$ cat config.mk
export PLATFORM = sky130hd
export DESIGN_NAME = mul_share_arbiter
export DESIGN_NICKNAME = d
export VERILOG_FILES = /design/src/rtl/mul_share_arbiter.sv
export SDC_FILE = /design/constraint.sdc
export NUM_CORES = 1
export LEC_CHECK = 0
export CORE_MARGIN = 1.5
export CORE_UTILIZATION = 54
export DETAILED_ROUTE_END_ITERATION = 10
export PLACE_DENSITY = 0.82
export SLEW_MARGIN = 10
export SYNTH_ARGS = -nofsm -noshare
export SYNTH_HDL_FRONTEND = slang
export SYNTH_SLANG_ARGS = --single-unit
$ cat constraint.sdc
create_clock -name clk -period 4.8 [get_ports clk]
set_input_delay 0.48 -clock clk [delete_from_list [all_inputs] [get_ports clk]]
set_output_delay 0.48 -clock clk [all_outputs]
set_load 0.02 [all_outputs]
$ cat src/rtl/mul_share_arbiter.sv
// Two-requester front end sharing one 8x8 unsigned multiplier.
// A round-robin arbiter feeds an operand stage (S1); the response stage (S2)
// holds the product with a valid/ready handshake toward the consumer.

// 8x8 unsigned multiplier: partial products reduced by carry-save rows
// following the Dadda height sequence 8 -> 6 -> 4 -> 3 -> 2, then one adder.
module dadda_multiplier (
    input  logic [7:0]  a_i,
    input  logic [7:0]  b_i,
    output logic [15:0] y_o
);

    logic [15:0] pp [8];
    logic [15:0] l1 [6];
    logic [15:0] l2 [4];
    logic [15:0] l3 [3];
    logic [15:0] sum_q2;
    logic [15:0] car_q2;

    // Every row sum stays below 2**16, so dropping the carry out of bit 15 is exact.
    function automatic logic [15:0] csa_sum(input logic [15:0] x, y, z);
        return x ^ y ^ z;
    endfunction

    function automatic logic [15:0] csa_car(input logic [15:0] x, y, z);
        return ((x & y) | (x & z) | (y & z)) << 1;
    endfunction

    // Partial-product generation and carry-save reduction tree.
    always_comb begin
        for (int i = 0; i < 8; i++) begin
            pp[i] = {8'd0, a_i & {8{b_i[i]}}} << i;
        end
        // 8 rows -> 6
        l1[0] = csa_sum(pp[0], pp[1], pp[2]);
        l1[1] = csa_car(pp[0], pp[1], pp[2]);
        l1[2] = csa_sum(pp[3], pp[4], pp[5]);
        l1[3] = csa_car(pp[3], pp[4], pp[5]);
        l1[4] = pp[6];
        l1[5] = pp[7];
        // 6 rows -> 4
        l2[0] = csa_sum(l1[0], l1[1], l1[2]);
        l2[1] = csa_car(l1[0], l1[1], l1[2]);
        l2[2] = csa_sum(l1[3], l1[4], l1[5]);
        l2[3] = csa_car(l1[3], l1[4], l1[5]);
        // 4 rows -> 3
        l3[0] = csa_sum(l2[0], l2[1], l2[2]);
        l3[1] = csa_car(l2[0], l2[1], l2[2]);
        l3[2] = l2[3];
        // 3 rows -> 2, then carry-propagate add
        sum_q2 = csa_sum(l3[0], l3[1], l3[2]);
        car_q2 = csa_car(l3[0], l3[1], l3[2]);
        y_o    = sum_q2 + car_q2;
    end

endmodule

module mul_share_arbiter #(
    parameter logic RR_INIT = 1'b0
) (
    input  logic        clk,
    input  logic        rst_n,
    input  logic        req0_valid,
    input  logic [7:0]  req0_a,
    input  logic [7:0]  req0_b,
    output logic        req0_ready,
    input  logic        req1_valid,
    input  logic [7:0]  req1_a,
    input  logic [7:0]  req1_b,
    output logic        req1_ready,
    output logic        rsp_valid,
    output logic [15:0] rsp_y,
    output logic        rsp_id,
    input  logic        rsp_ready,
    output logic        busy,
    output logic [15:0] op_count
);

    logic        s1_v_q, s1_v_d;
    logic        s1_id_q, s1_id_d;
    logic [7:0]  s1_a_q, s1_a_d;
    logic [7:0]  s1_b_q, s1_b_d;
    logic        rsp_valid_q, rsp_valid_d;
    logic        rsp_id_q, rsp_id_d;
    logic [15:0] rsp_y_q, rsp_y_d;
    logic        last_q, last_d;
    logic [15:0] op_count_q, op_count_d;

    logic        s2_adv;
    logic        s1_can;
    logic        gnt0;
    logic        gnt1;
    logic [15:0] mul_y;

    dadda_multiplier u_mul (
        .a_i (s1_a_q),
        .b_i (s1_b_q),
        .y_o (mul_y)
    );

    // Arbitration, handshakes and next-state for both pipeline stages.
    always_comb begin
        // NOTE: every signal gets a default first so no path leaves it unassigned (no latch).
        s1_v_d      = s1_v_q;
        s1_id_d     = s1_id_q;
        s1_a_d      = s1_a_q;
        s1_b_d      = s1_b_q;
        rsp_valid_d = rsp_valid_q;
        rsp_id_d    = rsp_id_q;
        rsp_y_d     = rsp_y_q;
        last_d      = last_q;
        op_count_d  = op_count_q;

        s2_adv = s1_v_q & (~rsp_valid_q | rsp_ready);
        s1_can = ~s1_v_q | s2_adv;
        // On contention the requester that did not win last time goes first.
        gnt0 = rst_n & s1_can & req0_valid & (~req1_valid | last_q);
        gnt1 = rst_n & s1_can & req1_valid & (~req0_valid | ~last_q);

        if (rsp_valid_q && rsp_ready) begin
            rsp_valid_d = 1'b0;
            op_count_d  = op_count_q + 16'd1;
        end
        if (s2_adv) begin
            rsp_valid_d = 1'b1;
            rsp_id_d    = s1_id_q;
            rsp_y_d     = mul_y;
            s1_v_d      = 1'b0;
        end
        if (gnt0 || gnt1) begin
            s1_v_d  = 1'b1;
            s1_id_d = gnt1;
            s1_a_d  = gnt1 ? req1_a : req0_a;
            s1_b_d  = gnt1 ? req1_b : req0_b;
            last_d  = gnt1;
        end
    end

    // State registers with synchronous active-low reset.
    always_ff @(posedge clk) begin
        if (!rst_n) begin
            s1_v_q      <= 1'b0;
            s1_id_q     <= 1'b0;
            s1_a_q      <= 8'd0;
            s1_b_q      <= 8'd0;
            rsp_valid_q <= 1'b0;
            rsp_id_q    <= 1'b0;
            rsp_y_q     <= 16'd0;
            last_q      <= ~RR_INIT;
            op_count_q  <= 16'd0;
        end else begin
            // NOTE: non-blocking updates so every register samples pre-edge values.
            s1_v_q      <= s1_v_d;
            s1_id_q     <= s1_id_d;
            s1_a_q      <= s1_a_d;
            s1_b_q      <= s1_b_d;
            rsp_valid_q <= rsp_valid_d;
            rsp_id_q    <= rsp_id_d;
            rsp_y_q     <= rsp_y_d;
            last_q      <= last_d;
            op_count_q  <= op_count_d;
        end
    end

    assign req0_ready = gnt0;
    assign req1_ready = gnt1;
    assign rsp_valid  = rsp_valid_q;
    assign rsp_y      = rsp_y_q;
    assign rsp_id     = rsp_id_q;
    assign busy       = s1_v_q | rsp_valid_q;
    assign op_count   = op_count_q;

endmodule

# [Word-level counts from Yosys, hierarchy flattened]
# Cells that the tools add are included.
[word_totals] register_bits=53 out_inout_bits=37
[classes] add_sub_neg=2 muxes=6 n_bitwise=66 n_reduce_logical=4
[op_table] cell="15-bit bitwise AND" count=10
[op_table] cell="15-bit OR" count=10
[op_table] cell="16-bit XOR" count=5
[op_table] cell="8-bit bitwise AND" count=8
[op_table] cell="16-bit by 1-bit adder with 16-bit output, second input constant" count=1
[op_table] cell="16-bit adder" count=1
[op_table] cell="8-bit 2-to-1 mux" count=2
[op_table] cell="16-bit by 13-bit XOR with 16-bit output" count=1
[op_table] cell="16-bit by 14-bit XOR with 16-bit output" count=1
[op_table] cell="16-bit by 15-bit XOR with 16-bit output" count=1
[op_table] cell="14-bit by 15-bit bitwise AND with 15-bit output" count=1
[op_table] cell="15-bit by 14-bit bitwise AND with 15-bit output" count=1
[op_table] cell="15-bit by 10-bit OR with 15-bit output" count=1
[op_table] cell="15-bit by 13-bit OR with 15-bit output" count=1
[op_table] cell="11-bit by 13-bit bitwise AND with 13-bit output" count=1
[op_table] cell="12-bit by 13-bit bitwise AND with 13-bit output" count=1
[op_table] cell="12-bit by 13-bit XOR with 13-bit output" count=1
[op_table] cell="11-bit by 12-bit bitwise AND with 12-bit output" count=1
[op_table] cell="11-bit by 12-bit XOR with 12-bit output" count=1
[op_table] cell="8-bit by 10-bit bitwise AND with 10-bit output" count=1
[op_table] cell="9-bit by 10-bit bitwise AND with 10-bit output" count=1
[op_table] cell="9-bit by 10-bit XOR with 10-bit output" count=1
[op_table] cell="8-bit by 9-bit bitwise AND with 9-bit output" count=1
[op_table] cell="8-bit by 9-bit XOR with 9-bit output" count=1
[op_table] cell="7 further kinds" count=24

# [Longest topological paths before layout]
[logic_depth] ltp_word=14 depth_mapped=16

# [Modules after synthesis]
# From an unflattened synthesis, not the netlist that was laid out.
[unflattened] hier_cells=469 area_unflattened_um2=4102.7
[by_module_without_submodules] module="mul_share_arbiter" n_inst=1 cells_each=266 area_each_um2=2254.7 seq_area_each_um2=1061.0
[by_module_without_submodules] module="dadda_multiplier" n_inst=1 cells_each=203 area_each_um2=1848.0 seq_area_each_um2=0.0

# [Least setup slack after synthesis]
# Ideal clock, no wire load.
[synth_timing] kind="register to register" start="reg s1_b_q[0]" end="reg rsp_y_q[13] (netlist: rsp_y[13])" setup_ns=0.062 arrival_ns=4.005 required_ns=4.738 path_slack_ns=0.733 path_stages_with_launch=14 n_path_buf=1 cell_sequence="dfxtp_1 -> clkbuf_1 -> nand2_1 -> fa_1 -> fa_1 -> fa_1 -> fa_1 -> inv_1 -> ha_1 -> a21oi_1 -> o211ai_2 -> a31oi_1 -> or4b_1 -> nand3_1"
[synth_between] elab_chain_len=14
[synth_rtl] item="start: declaration" line_no="82" source="logic [7:0] s1_b_q, s1_b_d;"
[synth_rtl] item="start signal: assignment" line_no="145" source="s1_b_q <= 8'd0;"
[synth_rtl] item="start signal: assignment" line_no="156" source="s1_b_q <= s1_b_d;"
[synth_rtl] item="8-bit bitwise AND *" line_no="32" source="pp[i] = {8'd0, a_i & {8{b_i[i]}}} << i;"
[synth_rtl] item="8-bit by 9-bit bitwise AND with 9-bit output or 8-bit by 10-bit bitwise AND with 10-bit output (tied branches)" line_no="26" source="return ((x & y) | (x & z) | (y & z)) << 1;"
[synth_rtl] item="15-bit OR" line_no="26"
[synth_rtl] item="15-bit by 10-bit OR with 15-bit output" line_no="26"
[synth_rtl] item="15-bit bitwise AND" line_no="26"
[synth_rtl] item="15-bit OR (2 in series)" line_no="26"
[synth_rtl] item="15-bit bitwise AND" line_no="26"
[synth_rtl] item="15-bit OR (2 in series)" line_no="26"
[synth_rtl] item="15-bit bitwise AND" line_no="26"
[synth_rtl] item="15-bit OR (2 in series)" line_no="26"
[synth_rtl] item="16-bit adder *" line_no="53" source="y_o = sum_q2 + car_q2;"
[synth_rtl] item="end signal: assignment" line_no="159" source="rsp_y_q <= rsp_y_d;"
[synth_rtl] item="end: declaration" line_no="85" source="logic [15:0] rsp_y_q, rsp_y_d;"
# Mark *: on every way between the ends. The rest lies on a longest branch, timed or not.
# A chain may end at the register's enable or synchronous reset.

# [Final worst setup path]
[layout_timing] start="reg s1_a_q[7]" end="reg rsp_y_q[13] (netlist: rsp_y[13])"
[layout_between] elab_chain_len=14
[layout_rtl] item="start: declaration" line_no="81" source="logic [7:0] s1_a_q, s1_a_d;"
[layout_rtl] item="start signal: assignment" line_no="144" source="s1_a_q <= 8'd0;"
[layout_rtl] item="start signal: assignment" line_no="155" source="s1_a_q <= s1_a_d;"
[layout_rtl] item="8-bit bitwise AND" line_no="32"
[layout_rtl] item="8-bit by 9-bit bitwise AND with 9-bit output or 8-bit by 10-bit bitwise AND with 10-bit output (tied branches)" line_no="26"
[layout_rtl] item="15-bit OR" line_no="26"
[layout_rtl] item="15-bit by 10-bit OR with 15-bit output" line_no="26"
[layout_rtl] item="15-bit bitwise AND" line_no="26"
[layout_rtl] item="15-bit OR (2 in series)" line_no="26"
[layout_rtl] item="15-bit bitwise AND" line_no="26"
[layout_rtl] item="15-bit OR (2 in series)" line_no="26"
[layout_rtl] item="15-bit bitwise AND" line_no="26"
[layout_rtl] item="15-bit OR (2 in series)" line_no="26"
[layout_rtl] item="16-bit adder *" line_no="53"
# Marked as above.

==> flow_summary.ini <==
[synth]
ys.flop_type = dfxtp_1
synth-seq-cells = 53
yosys-top-cells-count = and2_1, dfxtp_1, nand2_1
synth.area.top_cells = dfxtp_1, fa_1, and2_1
ys_seq_area_frac = 0.262
yosysTopAreaCellShare = 0.262
synth_cell_types = 45
syn_nets = 553
synthArstFlopShare = 0
yosysWarnings = 0
syn_avg_cell_area_sq_um = 8.99
synth_cells = 451
synth.most_common_cell = and2_1
synthesis.area_sq_mm = 0.00406
yosysTopAreaCell = dfxtp_1
synth_edf_count = 0

[clocking]
cts-htree-levels = 2
clk_latency_ps = 310
cts_buffer_depth = 2
cts_tree = built
clk_pin_slew_ps = 100
numCtsBuffers = 5
cts_setup_buffers = 0
cts_root_buf = clkbuf_8
holdBufCountCts = 0
cts_sinks = 53
cts_resized = 0

[timing]
worstMarginPinSlew_ps = 626
report.final.slew_viol_count = 0
min_period_over_period = 0.893
hold_viol = 0
finalSetupViolCount = 0
tns_ps = 0
slew_headroom = 0.583
fmax_ghz = 0.233
finClkSkew_ps = 8.34
rsz0062_at_grt = no
min_period_ps = 4290

[global_route]
grt_use_total = 0.224
antenna_found_initial = 0
grt-ovfl-total = 0
grt_pass1_vias = 3141
grt_pass1_wl_microns = 14000
grt_start_max_net_pins = 58

[detailed_routing]
detail_route.wl_per_cell_microns = 13.7
finalWirelength_microns = 8400
ant_nets = 0
num_vias = 3233
dr.pass1.iters = 4
drtIter0Drc = 117
routed_via_density = 5.26
drc = 0

[hold_path]
hold_path.class = flop to flop
min-delay-start = rsp_y[1]

[power]
p_per_area_mw_per_mm2 = 215
ir_drop_v = 0.000108
p_leak_nw = 2.15

[worst_setup_path]
cp-start-kind = flop
worstSetupPathType = flop to flop
worstReg2RegStart = s1_a_q[7]
endpoint_kind = flop
worstPathRequired_ps = 5060
arrival_ps = 4550
cp_max_fo = 9
max_stage_delay_ps = 550
critPathLaunch = s1_a_q[7]
cpMostUsedCell = fa_1
cp_slowest_cell = fa_1
path_cells = nand2_1, fa_1, fa_1, fa_1, fa_1, inv_1, ha_1, a21oi_1, o211ai_2, a31oi_1, or4b_1, nand3_1

[final_layout]
diodes = 0
fin_util = 0.683
syn2layout_area_growth_pct = 22.2
final_net_count = 617
nFillCells = 579
drive_above_1_share = 0.0368

[floorplanning]
start_util = 0.559
die_h_microns = 89.7
die-area_sq_mm = 0.00804
die_w_microns = 89.7
ios = 74
core_area_sq_mm = 0.00725
rows = 31

[placement]
hpwl_microns = 6640
gp_congestion = 0.891
io_buffers = 73

[flow_run]
maxCapViolations = 0

[status]
status = finished, final reports clean
[where the power goes]
group / internal [W] / switching [W] / leakage (nW) / total (W)
clock network: 0.000157 / 0.000155 / 0.0585 / 0.000312
logic: 0.000123 / 0.000134 / 1.66 / 0.000257
registers: 0.000462 / 0.0000323 / 0.433 / 0.000495
[stage by stage]
| step | cells | power, W | setup slack [ps] | hold WS, ps | area (sq um) |
|---|---|---|---|---|---|
| 3_5_place_dp | 607 | 0.000762 | 582 | 456 | 4840 |
| 3_3_place_gp | 607 | 0.000751 | 696 | 451 | 4840 |
| 2_1_floorplan | 451 | 0.000667 | 733 | 436 | 4060 |
| 5_1_grt | 615 | 0.00113 | 316 | 501 | 4950 |
| 6_report | 615 | 0.00106 | 512 | 474 | 4950 |
| 4_1_cts | 615 | 0.00107 | 545 | 473 | 4950 |
[metal layers]
metal / global-route usage / part of all wire / up-vias
li1: - / - / 1611
met1: 0.300 / 0.46 / 1509
met2: 0.379 / 0.48 / 101
met3: 0.0384 / 0.049 / 12
met4: 0.0573 / 0.012 / 0
met5: 0 / 0 / -
[worst max-delay path, delay by kind of cell (launching register included)]
kind,cells,cell delay [ps]
flip-flops,1,490
buffers and inverters,1,50
AO/OA/AOI/OAI,3,490
adder cells (fa/ha/maj),5,2490
AND/OR/NAND/NOR,3,730
[path summary, 6_finish.rpt]
check,cells after the start,slack (ps),endpoint
max,12,510,rsp_y[13]
min,2,470,rsp_y[1]
max reg2reg,12,510,rsp_y[13]
min reg2reg,2,470,rsp_y[1]
[layout make-up]
type                            count  area, sq um  area share
Tap cell                           99          124      0.0250
Clock buffer                        5         68.8      0.0139
Multi-Input combinational cell    338         2750       0.556
Inverter                           42          158      0.0318
Clock inverter                      3         43.8     0.00884
Timing Repair Buffer               75          746       0.151
Sequential cell                    53         1060       0.214
[sequential cells by signal (all words and copies together), names as in the netlist]
| signal | cells |
|---|---|
| op_count | 16 |
| rsp_y | 16 |
| s1_a_q | 8 |
| s1_b_q | 8 |
| last_q | 1 |
| rsp_id | 1 |
| rsp_valid | 1 |
| s1_id_q | 1 |
| s1_v_q | 1 |
[logic make-up (layout without fill, tap and decap cells)]
| group | after synthesis | after routing | synth area share |
|---|---|---|---|
| mux | 8 | 8 | 0.0197 |
| simple gates | 156 | 156 | 0.214 |
| fa+ha+maj | 65 | 65 | 0.273 |
| buf+inv | 60 | 125 | 0.0592 |
| compound gates | 89 | 89 | 0.130 |
| flops | 53 | 53 | 0.262 |
| xor+xnor | 20 | 20 | 0.0432 |
[layout by cell type (no fill, tap or decap), types with 2 or more instances in the layout]
cell / netlist / routed
a21boi_0: 12 / 12
a21boi_1: 2 / 2
a21o_1: 3 / 3
a21oi_1: 22 / 22
a31oi_1: 4 / 4
and2_1: 57 / 57
and3_1: 3 / 3
buf_4: 1 / 2
clkbuf_8: 0 / 5
clkdlybuf4s50_1: 0 / 73
dfxtp_1: 53 / 53
fa_1: 39 / 39
ha_1: 26 / 26
inv_1: 42 / 42
mux2i_1: 8 / 8
nand2_1: 51 / 51
nand3_1: 13 / 13
nand3_2: 2 / 2
nand3b_1: 8 / 8
nand4_1: 4 / 4
nor2_1: 2 / 2
nor2b_1: 2 / 2
nor3_1: 4 / 4
o21ai_0: 37 / 37
or3_1: 3 / 3
xnor2_1: 13 / 13
xor2_1: 7 / 7
No activity file was read; power rests on OpenSTA's default activity.
